[src/rtl/sync_width_conv_fifo.sv]
// Single-clock FIFO with power-of-two width conversion and selectable lane order.
// Storage is a ring of narrow units; each write/read moves WR/RR units at once.
module sync_width_conv_fifo #(
  parameter int DIN_WIDTH        = 288,
  parameter int DOUT_WIDTH       = 144,
  parameter int DEPTH            = 16,
  parameter bit MSB_FIRST        = 1'b1,
  parameter int PROG_FULL_THRESH = 12,
  localparam int NW  = (DIN_WIDTH < DOUT_WIDTH) ? DIN_WIDTH : DOUT_WIDTH,
  localparam int R   = ((DIN_WIDTH > DOUT_WIDTH) ? DIN_WIDTH : DOUT_WIDTH) / NW,
  localparam int CAP = DEPTH * R,
  localparam int CW  = $clog2(CAP) + 1
) (
  input  logic                  clk,
  input  logic                  rst,
  input  logic                  wr_en,
  input  logic [DIN_WIDTH-1:0]  din,
  output logic                  full,
  output logic                  prog_full,
  input  logic                  rd_en,
  output logic [DOUT_WIDTH-1:0] dout,
  output logic                  empty,
  output logic [CW-1:0]         wr_count,
  output logic [CW-1:0]         rd_count,
  output logic                  overflow,
  output logic                  underflow
);

  localparam int WR = DIN_WIDTH / NW;
  localparam int RR = DOUT_WIDTH / NW;
  localparam int AW = $clog2(CAP);
  localparam int WS = $clog2(WR);
  localparam int RS = $clog2(RR);

  logic [NW-1:0]         mem [CAP];
  logic [AW-1:0]         wr_ptr;
  logic [AW-1:0]         rd_ptr;
  logic [CW-1:0]         units;
  logic                  wr_acc;
  logic                  rd_acc;
  logic [DOUT_WIDTH-1:0] rd_word;

  // Partially filled write words still count as occupied on the write side.
  function automatic logic [CW-1:0] ceil_units_to_words(input logic [CW-1:0] u);
    logic [CW:0] s;
    s = {1'b0, u} + (CW+1)'(WR - 1);
    return CW'(s >> WS);
  endfunction

  assign full      = (units > CW'(CAP - WR));
  assign empty     = (units < CW'(RR));
  assign wr_count  = ceil_units_to_words(units);
  assign rd_count  = units >> RS;
  assign prog_full = ({1'b0, wr_count} >= (CW+1)'(PROG_FULL_THRESH));
  assign wr_acc    = wr_en && !full;
  assign rd_acc    = rd_en && !empty;

  always_comb begin
    rd_word = '0;
    for (int k = 0; k < RR; k++) begin
      if (MSB_FIRST) rd_word[(RR-1-k)*NW +: NW] = mem[rd_ptr + AW'(k)];
      else           rd_word[k*NW +: NW]        = mem[rd_ptr + AW'(k)];
    end
  end

  // Write stage: scatter din lanes into consecutive units in time order.
  always_ff @(posedge clk) begin
    if (wr_acc) begin
      for (int k = 0; k < WR; k++) begin
        if (MSB_FIRST) mem[wr_ptr + AW'(k)] <= din[(WR-1-k)*NW +: NW];
        else           mem[wr_ptr + AW'(k)] <= din[k*NW +: NW];
      end
    end
  end

  // Control and registered read data; reset clears dout so nothing stale leaks out.
  always_ff @(posedge clk) begin
    if (rst) begin
      wr_ptr    <= '0;
      rd_ptr    <= '0;
      units     <= '0;
      dout      <= '0;
      overflow  <= 1'b0;
      underflow <= 1'b0;
    end else begin
      overflow  <= wr_en && full;
      underflow <= rd_en && empty;
      if (wr_acc) wr_ptr <= wr_ptr + AW'(WR);
      if (rd_acc) begin
        rd_ptr <= rd_ptr + AW'(RR);
        dout   <= rd_word;
      end
      units <= units + (wr_acc ? CW'(WR) : '0) - (rd_acc ? CW'(RR) : '0);
    end
  end

endmodule
[config.mk]
export PLATFORM = sky130hd
export DESIGN_NAME = sync_width_conv_fifo
export DESIGN_NICKNAME = d
export VERILOG_FILES = /design/src/rtl/sync_width_conv_fifo.sv
export SDC_FILE = /design/constraint.sdc
export NUM_CORES = 2
export LEC_CHECK = 0
export BUFFER_PORTS_ARGS = -buffer_cell sky130_fd_sc_hd__buf_2
export CAP_MARGIN = 0
export CORE_MARGIN = 2
export CORE_UTILIZATION = 50
export CTS_CLUSTER_DIAMETER = 60
export DETAILED_ROUTE_END_ITERATION = 12
export GPL_TIMING_DRIVEN = 0
export PLACE_DENSITY = 0.63
export SLEW_MARGIN = 20
export SYNTH_ARGS = -nofsm -noshare
export SYNTH_HDL_FRONTEND = slang
export SYNTH_MEMORY_MAX_BITS = 65536
export SYNTH_SLANG_ARGS = --single-unit
[constraint.sdc]
create_clock -name clk -period 45.7 [get_ports clk]
set_clock_uncertainty 0.1 [all_clocks]
set_input_delay 9.14 -clock clk [delete_from_list [all_inputs] [get_ports clk]]
set_output_delay 9.14 -clock clk [all_outputs]
set_load 0.05 [all_outputs]
=== After elaboration in Yosys (flattened, before gate mapping) ===
Memory sizes are Yosys's and may differ from the RTL's. A register that Yosys moved wholly into a read port is not among the register bits.
Index checks and enable logic that the tools add are counted.

* Add/sub/neg operators: 6
* Order comparisons: 3
* Multiplexer cells: 4
* Reduce and logical (&&, ||, !) cells: 6

{| class="wikitable"
|+ Operators by type and width
! cell !! number
|-
| $add 5x1->5 const B || 2
|-
| $add 6x1->7 const B || 1
|-
| $add 6x2->6 || 1
|-
| $ge 6x4->1 const B || 1
|-
| $gt 6x5->1 const B || 1
|-
| $lt 6x1->1 const B || 1
|-
| $sub 6x1->6 || 1
|-
| $add 5x2->5 const B || 1
|-
| $logic_and 1x1->1 || 4
|-
| $mux 1 || 3
|-
| $logic_not 1->1 || 2
|-
| $mux 2 || 1
|}

* Flip-flop bits (word level): 18
* RAM bits: 4608
* Input bits: 292
* Output and inout bits: 161
* Logic and storage cells: 25
* Memories: 1

{| class="wikitable"
|+ Memories
! memory !! depth !! width !! read ports !! clocked after Yosys merged registers in !! wr ports !! line !! text
|-
| mem || 32 || 144 || 1 || 1 || 2 || 35 || <nowiki>logic [NW-1:0] mem [CAP];</nowiki>
|}

=== Logic depth before layout (Yosys ltp) ===
* Depth after elaboration: 6
* Mapped depth: 13
* Depth with buffers taken out: 13

=== Worst setup path before layout ===
No wires, ideal clock.

* Path type: input -> register
* From: in wr_en
* To: mem mem[4][0] (netlist name) (enable)
* Library setup time: 1.744 ns
* Arrival: 39.054 ns
* Data required time: 43.856 ns
* Path slack: 4.802 ns
* Cell stages on the path: 4
* Buffers on the path: 1
* Cells stage by stage: o21ai_0 > or2_2 > clkbuf_1 > nor4b_1

{| class="wikitable"
|+ RTL lines
! what !! line !! text
|-
| from (decl) || 16 || <nowiki>input logic wr_en,</nowiki>
|-
| to (decl) || 35 ||
|}

==> impl_metrics.xml <==
<?xml version="1.0" encoding="UTF-8"?>
<metrics>
  <group name="run_status">
    <metric name="result_of_the_run" unit="">finished clean</metric>
  </group>
  <group name="power_and_ir_drop">
    <metric name="part_of_the_total_power_dissipated_in_the_clock_network" unit="">0.355</metric>
    <metric name="seq_power_share" unit="">0.467</metric>
    <metric name="internal-power" unit="µW">7830</metric>
    <metric name="worst_ir_drop_vdd" unit="mV">0.0346</metric>
    <metric name="power_switching_share" unit="">0.270</metric>
    <metric name="pwr-share-comb" unit="">0.178</metric>
    <metric name="leakage" unit="µW">0.0672</metric>
    <metric name="power.density_cell_area" unit="mW/mm²">50.9</metric>
    <metric name="net-switching-power" unit="µW">2890</metric>
  </group>
  <group name="timing">
    <metric name="grt_setup_unrepaired" unit="">false</metric>
    <metric name="tightestPinTransition" unit="ns">1.25</metric>
    <metric name="finalHoldViolCount" unit="">0</metric>
    <metric name="period_needed" unit="ns">13.39</metric>
    <metric name="fmaxAchievable" unit="GHz">0.0747</metric>
    <metric name="tns" unit="ns">0</metric>
    <metric name="worst_hold_slack" unit="ns">0.372</metric>
    <metric name="setup-violations-final" unit="">0</metric>
    <metric name="relative_slew_slack" unit="">0.169</metric>
    <metric name="maxSlewViolCount" unit="">0</metric>
    <metric name="final_min_period_over_clock_period" unit="">0.293</metric>
  </group>
  <group name="routing">
    <metric name="drtAntennaViolNets" unit="">0</metric>
    <metric name="avgRoutedWirePerCell" unit="µm">31.4</metric>
    <metric name="vias_per_cell" unit="">6.09</metric>
    <metric name="drc" unit="">0</metric>
    <metric name="drt-total-wl" unit="mm">489</metric>
    <metric name="detail_route.iter0.violations" unit="">11400</metric>
    <metric name="detail_route.first_pass.iterations" unit="">8</metric>
    <metric name="vias" unit="">94600</metric>
  </group>
  <group name="grt">
    <metric name="grt_start_max_net_pins" unit="">26</metric>
    <metric name="number_of_antenna_violations_at_the_first_check_in_global_routing" unit="">108</metric>
    <metric name="globalRouteOverflowTotal" unit="">0</metric>
    <metric name="grt_pass1_wl" unit="mm">688</metric>
    <metric name="global_routing_usage_summed_across_all_routing_layers" unit="">0.263</metric>
    <metric name="first_global_vias" unit="">96600</metric>
  </group>
  <group name="cells_and_area">
    <metric name="post_route_cells_drive_above_1_share" unit="">0.311</metric>
    <metric name="num-fill-cells" unit="">26600</metric>
    <metric name="multi_input_comb_area" unit="mm²">0.0372</metric>
    <metric name="nNetsFinal" unit="">10600</metric>
    <metric name="final_area" unit="mm²">0.211</metric>
    <metric name="areaGrowthSynthToFinish" unit="%">16.2</metric>
    <metric name="post_layout_nonfiller_instances" unit="">15500</metric>
    <metric name="register_area" unit="mm²">0.142</metric>
  </group>
  <group name="placed_design">
    <metric name="post-place-cells" unit="">14600</metric>
    <metric name="io_buffers" unit="">451</metric>
    <metric name="last_weighted_congestion_value_of_the_routability_driven_placer" unit="">0.803</metric>
    <metric name="place.detailed.hpwl" unit="mm">337</metric>
    <metric name="detailed_place.area" unit="mm²">0.195</metric>
  </group>
  <group name="setup_path">
    <metric name="cpMostUsedCell" unit="">buf_2</metric>
    <metric name="timing.critical_path.from_type" unit="">input port</metric>
    <metric name="critical_path.n_buffers_inverters" unit="">15</metric>
    <metric name="path_delay_family" unit="">buffers and inverters</metric>
    <metric name="cp-end-kind" unit="">register</metric>
    <metric name="critical_path_arrival" unit="ns">13.94</metric>
    <metric name="critPathSlowestCell" unit="">nor4_2</metric>
    <metric name="worst-path-max-fanout" unit="">9</metric>
    <metric name="timing.critical_path.cells" unit="">buf_2, o21ai_0, or2_2, clkbuf_1, nor4_2, buf_2, buf_4, buf_2, buf_2, buf_2, buf_2, buf_2, buf_2, buf_2, buf_2, buf_2, buf_4, buf_2</metric>
    <metric name="critPathRequiredTime" unit="ns">46.25</metric>
    <metric name="crit_type" unit="">in2reg</metric>
    <metric name="critical-path-max-stage-delay" unit="ns">0.77</metric>
  </group>
  <group name="yosys">
    <metric name="number_of_synthesized_register_bits" unit="">4769</metric>
    <metric name="synthesized_area_divided_by_synthesized_cell_count" unit="µm²">20.9</metric>
    <metric name="async_reset_ff_frac" unit="">0</metric>
    <metric name="dominant_cell_by_count_in_the_synthesized_netlist" unit="">edfxtp_1</metric>
    <metric name="synth.top_cells.by_area" unit="">edfxtp_1 (76%), mux4_2 (7.1%), mux2_2 (4.0%)</metric>
    <metric name="synthDistinctLibCells" unit="">60</metric>
    <metric name="syn_nets" unit="">8973</metric>
    <metric name="synth_area_leader_cell" unit="">edfxtp_1</metric>
    <metric name="post_synth_inst_count" unit="">8662</metric>
    <metric name="synth_ff_type" unit="">edfxtp_1</metric>
    <metric name="syn_area" unit="mm²">0.181</metric>
    <metric name="sequential_cell_area_fraction_in_the_yosys_report" unit="">0.781</metric>
    <metric name="synth_enable_flop_cells" unit="">4608</metric>
    <metric name="synth_top_cell_area_share" unit="">0.763</metric>
    <metric name="synth-warning-count" unit="">0</metric>
    <metric name="post_synth_most_frequent_cells" unit="">edfxtp_1 (4608), mux2_2 (648), mux2i_1 (596)</metric>
  </group>
  <group name="hold_path">
    <metric name="holdCritPathClass" unit="">reg2reg</metric>
  </group>
  <group name="clocking">
    <metric name="clkSlewWorstSetupHoldPaths" unit="ns">0.06</metric>
    <metric name="cts_tree" unit="">yes</metric>
    <metric name="clockBufferDepth" unit="">4</metric>
    <metric name="tritoncts_num_sinks" unit="">4769</metric>
    <metric name="cts_hold_repair.buffers" unit="">0</metric>
    <metric name="insertion_delay" unit="ns">1.00</metric>
    <metric name="cts-root-buf" unit="">clkbuf_16</metric>
    <metric name="cts.repair_timing.setup_buffer_count" unit="">0</metric>
    <metric name="htreeDepth" unit="">5</metric>
    <metric name="number_of_buffers_added_by_the_clock_tree_synthesis_step" unit="">469</metric>
    <metric name="cts-resized-gates" unit="">0</metric>
  </group>
  <group name="die">
    <metric name="initial_cell_density_of_the_core" unit="">0.501</metric>
    <metric name="die_span_x" unit="µm">606</metric>
    <metric name="floorplan.core_area" unit="mm²">0.362</metric>
    <metric name="placement_rows" unit="">221</metric>
    <metric name="die_height" unit="µm">606</metric>
    <metric name="ios" unit="">453</metric>
    <metric name="dieArea" unit="mm²">0.367</metric>
  </group>
  <group name="job">
    <metric name="timing.max_cap.violations" unit="">0</metric>
  </group>
</metrics>
## layer usage
metal	vias up	routed length [µm]	GRT usage	part of all wire
met2	4167	244000	0.442	0.50
met3	851	41400	0.0553	0.085
met4	28	19700	0.108	0.040
met5	-	195	0	0.00040
li1	39800	-	-	-
met1	49800	183000	0.334	0.37
## through the flow
stage	setup WS [ns]	power [µW]	util
after floorplan	4.80	6370	-
after global placement	-23.86	7140	0.524
after detailed placement	31.47	7020	0.540
after CTS	32.47	10800	0.582
after global routing	32.24	11000	0.582
final	32.31	10700	0.582
## state kept, by name, indices dropped and copies added, names as in the netlist
signal / flops
dout: 144
mem: 4608
overflow: 1
rd_count: 6
rd_ptr: 5
underflow: 1
wr_ptr: 4
## final timing paths
| check | startpoint | to | slack, ns | cells past startpoint |
|---|---|---|---|---|
| setup / recovery | wr_en | mem[0][55] | 32.31 | 18 |
| setup reg to reg | rd_count[5] | mem[0][55] | 39.46 | 20 |
| hold / removal | dout[8] | dout[8] | 0.37 | 1 |
| hold reg to reg | dout[8] | dout[8] | 0.37 | 1 |
## cells in the final DEF (no fill, tap or decap), types with 24 or more instances in the layout
cell type / instances
edfxtp_1: 4608
a221oi_1: 91
nand2_1: 190
mux2_2: 648
a32o_1: 91
mux4_2: 575
o211ai_1: 94
nand3_1: 55
buf_2: 789
diode_2: 67
clkbuf_8: 38
buf_6: 73
buf_1: 38
buf_4: 445
dfxtp_1: 161
a22oi_1: 110
buf_16: 24
clkbuf_16: 473
bufinv_16: 37
clkinv_2: 103
nor2_1: 153
o2111ai_1: 92
a21oi_1: 60
mux2i_1: 596
o22ai_1: 102
a222oi_1: 91
clkbuf_1: 369
a221o_1: 91
o31ai_1: 50
a2111oi_0: 31
a22o_1: 51
or3_1: 52
buf_12: 27
clkinv_1: 69
## kinds of logic after synthesis
| logic type | count (synthesis) | synth area share |
|---|---|---|
| DFF | 4769 | 0.781 |
| xor gates and xnor gates | 9 | 0.000435 |
| muxes | 1819 | 0.145 |
| and+or+nand+nor | 511 | 0.0125 |
| buffers and inverters | 543 | 0.0145 |
| AOI/OAI and AO/OA | 992 | 0.0454 |
| adders and majority gates | 19 | 0.00135 |
## final cells by class
class                      instances  share of cell area
timing repair buffer            1128              0.0373
clock inverter                   250              0.0112
multi-input combinational       3350               0.177
inverter                          12            0.000214
sequential                      4769               0.672
tap                             4794              0.0285
buffer                           531              0.0124
antenna                           67            0.000796
clock buffer                     638              0.0609
## power groups by stage
| stage | Combinational (µW) | Sequential [µW] | Clock [µW] |
|---|---|---|---|
| after floorplan | 1050 | 5320 | 0 |
| after global placement | 1850 | 5290 | 0 |
| after detailed placement | 1920 | 5100 | 0 |
| after CTS | 1930 | 5000 | 3850 |
| after global routing | 2000 | 5010 | 4020 |
| final | 1910 | 5000 | 3800 |
(Power assumes the default switching activity.)
